File: src/rtl/mdio_mem_reader_if.sv
// Capture-memory read port used by the MDIO read responder.
// The master side (the responder) issues the read strobe and address and
// receives the wide memory word.
interface mdio_mem_reader_if #(
  parameter int LANES  = 96,
  parameter int ADDR_W = 15
);
  logic                   mem_rd_en;
  logic [ADDR_W-1:0]      mem_addr;
  logic [LANES*9-1:0]     mem_rdata;

  modport master (
    output mem_rd_en,
    output mem_addr,
    input  mem_rdata
  );

  modport slave (
    input  mem_rd_en,
    input  mem_addr,
    output mem_rdata
  );
endinterface

File: src/rtl/mdio_mem_reader.sv
// MDIO single-word read responder for the capture memory.
// Accepts a synchronised read request, issues one memory read, extracts the
// selected 9-bit lane and presents it with a one-cycle valid pulse. A guard
// gap after each pulse keeps the return handshake from being re-triggered
// before it has recovered; requests arriving while busy are dropped and
// flagged in a sticky overrun bit.
module mdio_mem_reader #(
  parameter int LANES       = 96,
  parameter int ADDR_W      = 15,
  parameter int MEM_LATENCY = 1,
  parameter int GAP_CYCLES  = 8
) (
  input  logic              pktctrl_clk,
  input  logic              pktctrl_rst,
  input  logic              rf_mdio_read_pulse_sync,
  input  logic [ADDR_W-1:0] rf_mdio_memory_addr_sync,
  input  logic [6:0]        rf_mdio_data_sel_sync,
  input  logic              rf_overrun_clr,
  mdio_mem_reader_if.master mem_bus,
  output logic [8:0]        rf_mdio_pkt_data,
  output logic              mdio_read_pulse_r,
  output logic              busy,
  output logic              rd_overrun,
  output logic [15:0]       rd_cnt
);

  typedef enum logic [2:0] {
    ST_IDLE  = 3'd0,
    ST_ISSUE = 3'd1,
    ST_WAIT  = 3'd2,
    ST_SEL   = 3'd3,
    ST_GAP   = 3'd4
  } state_t;

  // Counter reload values; MEM_LATENCY-1 fits two bits for latencies 1..4.
  localparam logic [1:0] WAIT_LOAD = 2'(MEM_LATENCY - 1);
  localparam logic [7:0] GAP_LOAD  = 8'(GAP_CYCLES);

  state_t            state_q;
  logic              mem_rd_en_q;
  logic [ADDR_W-1:0] mem_addr_q;
  logic [6:0]        sel_q;
  logic [1:0]        wait_cnt_q;
  logic [7:0]        gap_cnt_q;
  logic [8:0]        pkt_data_q;
  logic              pulse_q;
  logic              busy_q;
  logic              overrun_q;
  logic [15:0]       rd_cnt_q;
  logic [8:0]        lane_s;

  // Lane multiplexer: out-of-range selects yield all ones, never a slice past the word.
  always_comb begin
    lane_s = 9'h1FF;
    for (int k = 0; k < LANES; k++) begin
      lane_s = (sel_q == 7'(k)) ? mem_bus.mem_rdata[9*k +: 9] : lane_s;
    end
  end

  // Read sequencer: request accept, memory strobe, latency wait, result pulse, guard gap.
  always_ff @(posedge pktctrl_clk or posedge pktctrl_rst) begin
    if (pktctrl_rst) begin
      state_q     <= ST_IDLE;
      mem_rd_en_q <= 1'b0;
      mem_addr_q  <= '0;
      sel_q       <= 7'd0;
      wait_cnt_q  <= 2'd0;
      gap_cnt_q   <= 8'd0;
      pkt_data_q  <= 9'd0;
      pulse_q     <= 1'b0;
      busy_q      <= 1'b0;
      overrun_q   <= 1'b0;
      rd_cnt_q    <= 16'd0;
    end else begin
      mem_rd_en_q <= 1'b0;
      pulse_q     <= 1'b0;

      // A drop in the same cycle as a clear keeps the flag set.
      if (rf_mdio_read_pulse_sync && (state_q != ST_IDLE)) begin
        overrun_q <= 1'b1;
      end else if (rf_overrun_clr) begin
        overrun_q <= 1'b0;
      end else begin
        overrun_q <= overrun_q;
      end

      case (state_q)
        ST_IDLE: begin
          if (rf_mdio_read_pulse_sync) begin
            mem_addr_q  <= rf_mdio_memory_addr_sync;
            sel_q       <= rf_mdio_data_sel_sync;
            mem_rd_en_q <= 1'b1;
            busy_q      <= 1'b1;
            state_q     <= ST_ISSUE;
          end else begin
            state_q <= ST_IDLE;
          end
        end
        ST_ISSUE: begin
          wait_cnt_q <= WAIT_LOAD;
          state_q    <= ST_WAIT;
        end
        ST_WAIT: begin
          if (wait_cnt_q == 2'd0) begin
            // This is the cycle mem_rdata is valid.
            pkt_data_q <= lane_s;
            pulse_q    <= 1'b1;
            state_q    <= ST_SEL;
          end else begin
            wait_cnt_q <= wait_cnt_q - 2'd1;
          end
        end
        ST_SEL: begin
          rd_cnt_q  <= rd_cnt_q + 16'd1;
          gap_cnt_q <= GAP_LOAD;
          if (GAP_CYCLES == 0) begin
            busy_q  <= 1'b0;
            state_q <= ST_IDLE;
          end else begin
            state_q <= ST_GAP;
          end
        end
        ST_GAP: begin
          // Leaving on the last gap cycle makes IDLE visible exactly GAP_CYCLES after the pulse.
          if (gap_cnt_q <= 8'd1) begin
            busy_q  <= 1'b0;
            state_q <= ST_IDLE;
          end else begin
            gap_cnt_q <= gap_cnt_q - 8'd1;
          end
        end
        default: begin
          busy_q  <= 1'b0;
          state_q <= ST_IDLE;
        end
      endcase
    end
  end

  assign mem_bus.mem_rd_en = mem_rd_en_q;
  assign mem_bus.mem_addr  = mem_addr_q;
  assign rf_mdio_pkt_data  = pkt_data_q;
  assign mdio_read_pulse_r = pulse_q;
  assign busy              = busy_q;
  assign rd_overrun        = overrun_q;
  assign rd_cnt            = rd_cnt_q;

endmodule

File: src/flat_wrapper.sv
// flat-port wrapper written by rule: the top's interface ports become plain ports
module mdio_mem_reader_flat 
#(
  parameter int LANES       = 96,
  parameter int ADDR_W      = 15,
  parameter int MEM_LATENCY = 1,
  parameter int GAP_CYCLES  = 8
)
  (pktctrl_clk, pktctrl_rst, rf_mdio_read_pulse_sync, rf_mdio_memory_addr_sync, rf_mdio_data_sel_sync, rf_overrun_clr, rf_mdio_pkt_data, mdio_read_pulse_r, busy, rd_overrun, rd_cnt, mem_bus_mem_rd_en, mem_bus_mem_addr, mem_bus_mem_rdata);
  mdio_mem_reader_if #(.LANES(LANES), .ADDR_W(ADDR_W)) mem_bus_i ();
  input  logic pktctrl_clk;
  input  logic pktctrl_rst;
  input  logic rf_mdio_read_pulse_sync;
  input  logic [ADDR_W-1:0] rf_mdio_memory_addr_sync;
  input  logic [6:0] rf_mdio_data_sel_sync;
  input  logic rf_overrun_clr;
  output logic [8:0] rf_mdio_pkt_data;
  output logic mdio_read_pulse_r;
  output logic busy;
  output logic rd_overrun;
  output logic [15:0] rd_cnt;
  output wire logic [$bits(mem_bus_i.mem_rd_en)-1:0] mem_bus_mem_rd_en;
  output wire logic [$bits(mem_bus_i.mem_addr)-1:0] mem_bus_mem_addr;
  input wire logic [$bits(mem_bus_i.mem_rdata)-1:0] mem_bus_mem_rdata;
  assign mem_bus_mem_rd_en = mem_bus_i.mem_rd_en;
  assign mem_bus_mem_addr = mem_bus_i.mem_addr;
  assign mem_bus_i.mem_rdata = mem_bus_mem_rdata;
  mdio_mem_reader #(.LANES(LANES), .ADDR_W(ADDR_W), .MEM_LATENCY(MEM_LATENCY), .GAP_CYCLES(GAP_CYCLES)) u_core (.pktctrl_clk(pktctrl_clk), .pktctrl_rst(pktctrl_rst), .rf_mdio_read_pulse_sync(rf_mdio_read_pulse_sync), .rf_mdio_memory_addr_sync(rf_mdio_memory_addr_sync), .rf_mdio_data_sel_sync(rf_mdio_data_sel_sync), .rf_overrun_clr(rf_overrun_clr), .mem_bus(mem_bus_i), .rf_mdio_pkt_data(rf_mdio_pkt_data), .mdio_read_pulse_r(mdio_read_pulse_r), .busy(busy), .rd_overrun(rd_overrun), .rd_cnt(rd_cnt));
endmodule
File: config.mk
export PLATFORM = sky130hd
export DESIGN_NAME = mdio_mem_reader_flat
export DESIGN_NICKNAME = d
export VERILOG_FILES = /design/src/rtl/mdio_mem_reader_if.sv /design/src/rtl/mdio_mem_reader.sv /design/src/flat_wrapper.sv
export SDC_FILE = /design/constraint.sdc
export NUM_CORES = 1
export LEC_CHECK = 0
export BUFFER_PORTS_ARGS = -buffer_cell sky130_fd_sc_hd__buf_2
export CAP_MARGIN = 20
export CELL_PAD_IN_SITES_DETAIL_PLACEMENT = 1
export CELL_PAD_IN_SITES_GLOBAL_PLACEMENT = 1
export CORE_AREA = 4 4 362 364
export CTS_CLUSTER_SIZE = 28
export DETAILED_ROUTE_END_ITERATION = 10
export DIE_AREA = 0 0 366 368
export PLACE_DENSITY = 0.41
export SKIP_CTS_REPAIR_TIMING = 1
export SLEW_MARGIN = 0
export SYNTH_ARGS = -nofsm -noshare
export SYNTH_HDL_FRONTEND = slang
export SYNTH_SLANG_ARGS = --single-unit
File: constraint.sdc
create_clock -name pktctrl_clk -period 3.6 [get_ports pktctrl_clk]
set_input_delay 0.72 -clock pktctrl_clk [delete_from_list [all_inputs] [get_ports pktctrl_clk]]
set_output_delay 0.72 -clock pktctrl_clk [all_outputs]
set_load 0.01 [all_outputs]
# --- Yosys cells after proc, flatten, opt, wreduce, memory -nomap -nowiden ---
# Cells that the tools add are included.
# W data, S select, Z words.
word_totals:
  out_inout_bits: 44
  regBits: 64
  inputBits: 890
  word_cells: 248
classes:
  reduce_logical: 15
  n_bitwise: 1
  muxes: 113
  eq_ne: 104
  addsub: 3
  order_cmp: 1
ops:
  columns: ["op", "n"]
  rows:
  - ["$mux W9", 96]
  - ["$eq A7 B6 Y1 const B", 32]
  - ["$eq A7 B7 Y1 const B", 32]
  - ["$eq A7 B5 Y1 const B", 16]
  - ["$eq A7 B4 Y1 const B", 8]
  - ["$eq A7 B3 Y1 const B", 4]
  - ["$add A16 B1 Y16 const B", 1]
  - ["$pmux W8 S2", 1]
  - ["$pmux W3 S5", 1]
  - ["$eq A7 B2 Y1 const B", 2]
  - ["$reduce_and A2 Y1", 5]
  - ["$mux W1", 9]
  - ["$le A8 B1 Y1 const B", 1]
  - ["$mux W8", 1]
  - ["$sub A8 B1 Y8 const B", 1]
  - ["$eq A7 B1 Y1 const B", 1]
  - ["$logic_not A7 Y1", 1]
  - ["$eq A3 B2 Y1 const B", 2]
  - ["$mux W3", 2]
  - ["$ne A2 B2 Y1 const B", 3]
  - ["$reduce_bool A2 Y1", 3]
  - ["$ne A2 B1 Y1 const B", 2]
  - ["$pmux W2 S2", 1]
  - ["$eq A3 B1 Y1 const B", 1]
  - ["other kinds (11)", 11]

# --- Longest topological paths before layout ---
depth:
  depth_word: 97
  ltp_mapped: 14
  ltp_nobuf: 10

# --- Least setup slack after synthesis ---
# OpenSTA, ideal clock, no wires.
synth_timing:
  path_type: "register to register"
  startpoint: "register u_core.sel_q[1]"
  endpoint: "register u_core.pkt_data_q[7], in the netlist u_core.rf_mdio_pkt_data[7]"
  slack_ns: 1.055
  path_stages_with_launch: 11
  t_required_ns: 3.480
  arrival_time_ns: 2.425
  setup_time_ns: 0.120
  period_less_slack_ns: 2.545
  path_buffers: 2
  cell_sequence: "dfrtp_1 -> buf_6 -> or4b_1 -> buf_2 -> o21a_1 -> a21oi_1 -> nor4_1 -> or4b_1 -> a31oi_1 -> o21ai_1 -> a31o_1"
synth_via:
  elab_chain_cells: 97
  elab_cells_between_ends: 192
  classes_between: "eq/ne (95); mux (96); reduce/logical (1)"
synth_lines:
  columns: ["item", "line_no", "rtl"]
  rows:
  - ["start, declared", "mdio_mem_reader.sv:42", "logic [6:0] sel_q;"]
  - ["start signal, assigned", "mdio_mem_reader.sv:91", "sel_q <= rf_mdio_data_sel_sync;"]
  - ["$logic_not A7 Y1", "mdio_mem_reader.sv:56", "lane_s = (sel_q == 7'(k)) ? mem_bus.mem_rdata[9*k +: 9] : lane_s;"]
  - ["$mux W9 (95 in a row)", "mdio_mem_reader.sv:56", null]
  - ["$mux W9 *", "mdio_mem_reader.sv:56", null]
  - ["end signal, assigned", "mdio_mem_reader.sv:106", "pkt_data_q <= lane_s;"]
  - ["end, declared", "mdio_mem_reader.sv:45", "logic [8:0] pkt_data_q;"]
# Every way passes the cells marked *; elsewhere a longest branch is shown, timed or not.
# A chain may end at the register's enable or synchronous reset.

# --- Worst setup path after layout ---
layout_timing:
  startpoint: "register u_core.sel_q[0]"
  endpoint: "register u_core.pkt_data_q[0], in the netlist u_core.rf_mdio_pkt_data[0]"
# Same word-level chain as after synthesis.

==> reports/metrics.yaml <==
status: "complete, but fails checks"
failed_checks: "negative setup slack"
grt_setup_unrepaired: "true"
clock_sinks: 64
track_usage: 0.283
hold_class: "in -> async"
firstDrtPassIters: 8
syn_inst: 1913
postPlaceCellArea_mm2: 0.0219
layout_setup_ws_ns: -0.0410
peakVddDrop_uv: 305
period_needed_ns: 3.64
dieWidth_um: 366
synthesis.nets: 2807
final_core_util: 0.178
finalInstanceArea_mm2: 0.0226
ff2ff_path_depth: 10
seq_area_frac_synth: 0.123
root_buffer: "clkbuf_16"
syn2layout_area_growth_pct: 73.2
met2_wirelength_mm: 97.4
finalSetupViolations: 2
synth_seq_cells: 64
port_buffers: 933
drtAntennaViolNets: 0
maxCapViolations: 0
numCtsBuffers: 9
reg2reg_setup_slack_ns: -0.04
wirelength_mm: 201
yosysMostFrequentCell: "o21ai_0"
tightest_slew_ns: 0.887
maxSlewHeadroom: 0.405
wl_per_cell_um: 42.6
highest_layer: "met5"
vias_per_cell: 5.02
cp.arrival_ns: 3.95
syn_area_mm2: 0.0131
rows: 131
finalHoldViolations: 0
powerDensity_mw_per_mm2: 777
synthTopCellsByArea: "dfrtp_1 12%, o21ai_0 6.7%, a21oi_1 6.2%, nand2_1 4.9%, nor2_1 4.8%"
synth_area_per_cell_um2: 6.83
synth_edf_count: 0
yosys_warnings: 0
htreeDepth: 3
die_h_um: 368
clock_latency_ns: 0.43
antenna_found_initial: 193
p_leak_uw: 0.00982
synthArstFlopShare: 1.00
synth_common_cells: "174 x o21ai_0, 169 x nand2_1, 167 x nor2_1"
initial_core_util: 0.103
synth_cell_types: 96
synth_area_leader_cell: "dfrtp_1"
cts_tree: "built"
cts_buffer_depth: 2
fin_skew_ns: 0.0300
fin_tns_setup_ns: -0.0417
grt_pass1_wl_mm: 255
worst_setup_path_start_kind: "flop"
end_kind: "flop"
crit_fanout: 13
final_nets: 3877
ios: 934
drt-initial-drc-count: 2190
crit_required_ns: 3.91
drc_errors: 0
synth_top_flop_cell: "dfrtp_1"
vias: 23800
grt_start_max_net_pins: 46
power.total_uw: 17600
slew_viol_final: 0
fp.coreArea_mm2: 0.127
gp_congestion: 0.939
dr_wl_met3_mm: 18.0
timing.fmax_mhz: 275
hold_slack_ns: 0.333
clk_pin_slew_ns: 0.09
dp_hpwl_mm: 174
wl_met1_mm: 78.9
fin_crit_sh: 1.01
drive_gt1_frac: 0.466
dieArea_mm2: 0.135
synth_top_area_share: 0.123
critPathKind: "reg -> reg"
grt_overflow_total: 0
grt_pass1_vias: 24400
-- flip-flops by register name, indices dropped and copies added (netlist names) --
register                  count
u_core.busy                   1
u_core.mem_bus.mem_rd_en      1
u_core.wait_cnt_q             2
u_core.mdio_read_pulse_r      1
u_core.state_q                3
u_core.rf_mdio_pkt_data       9
u_core.sel_q                  7
u_core.rd_cnt                16
u_core.mem_bus.mem_addr      15
u_core.rd_overrun             1
u_core.gap_cnt_q              8
-- metrics by stage --
step                worst slack (ns)  cells
floorplan                       1.06   1913
global placement              -0.397   4624
detailed placement            -0.400   4628
CTS                           -0.408   4644
global route                 -0.0926   4676
finish                       -0.0410   4732
-- cell usage in the layout, fill, tap and decap left out, types with 41 or more instances in the layout --
| cell | instances |
|---|---|
| o22ai_1 | 87 |
| o221ai_1 | 41 |
| nor2_1 | 164 |
| buf_4 | 280 |
| o21ai_0 | 170 |
| a211oi_1 | 43 |
| dfrtp_1 | 60 |
| nand2_1 | 168 |
| buf_2 | 933 |
| mux2i_1 | 42 |
| nand3_1 | 54 |
| nor3_1 | 48 |
| diode_2 | 82 |
| a22oi_1 | 46 |
| a221oi_1 | 43 |
| a21oi_1 | 162 |
-- worst max-delay path: stages, from the launching register on --
cell	delay [ns]
dfrtp_4	0.58
or4b_2	0.25
buf_4	0.26
buf_4	0.33
nor2_1	0.15
a211oi_1	0.50
o21ai_0	0.41
a2111oi_2	0.53
o211ai_1	0.20
buf_4	0.21
o2bb2ai_1	0.13
-- kinds of logic after synthesis --
logic type	after synthesis	share of synthesized area
mux	85	0.0710
buf+inv	216	0.0786
simple gates	634	0.249
xor+xnor	20	0.0134
fa+ha+maj	4	0.00383
flops	64	0.123
compound gates	890	0.462
-- area by class of cell --
class,instances,area [um2]
clock buffers,9,225
diodes,82,205
flip-flops and latches,64,1620
multi-input cells,1633,10800
inverters,19,75.1
fillers,15600,105000
repair buffers,1256,7520
clock inverters,7,125
well taps,1662,2080
-- metal layers --
layer,up-vias,track usage
met4,114,0.0789
met3,393,0.0963
met2,1376,0.493
met1,12000,0.329
li1,9861,-
met5,-,0
-- worst paths after layout --
kind / start / endpoint
min reg2reg: u_core.busy / u_core.busy
max: u_core.sel_q[0] / u_core.rf_mdio_pkt_data[0]
min in group pktctrl_clk: u_core.busy / u_core.busy
max in group asynchronous: pktctrl_rst / u_core.rd_overrun
max reg2reg: u_core.sel_q[0] / u_core.rf_mdio_pkt_data[0]
min: pktctrl_rst / u_core.mdio_read_pulse_r
-- power breakdown --
group / internal (uW) / switching, uW
clock: 687 / 532
sequential: 999 / 420
combinational: 5120 / 9820
total: 6800 / 10800
Power figures use the tool's default switching activity.
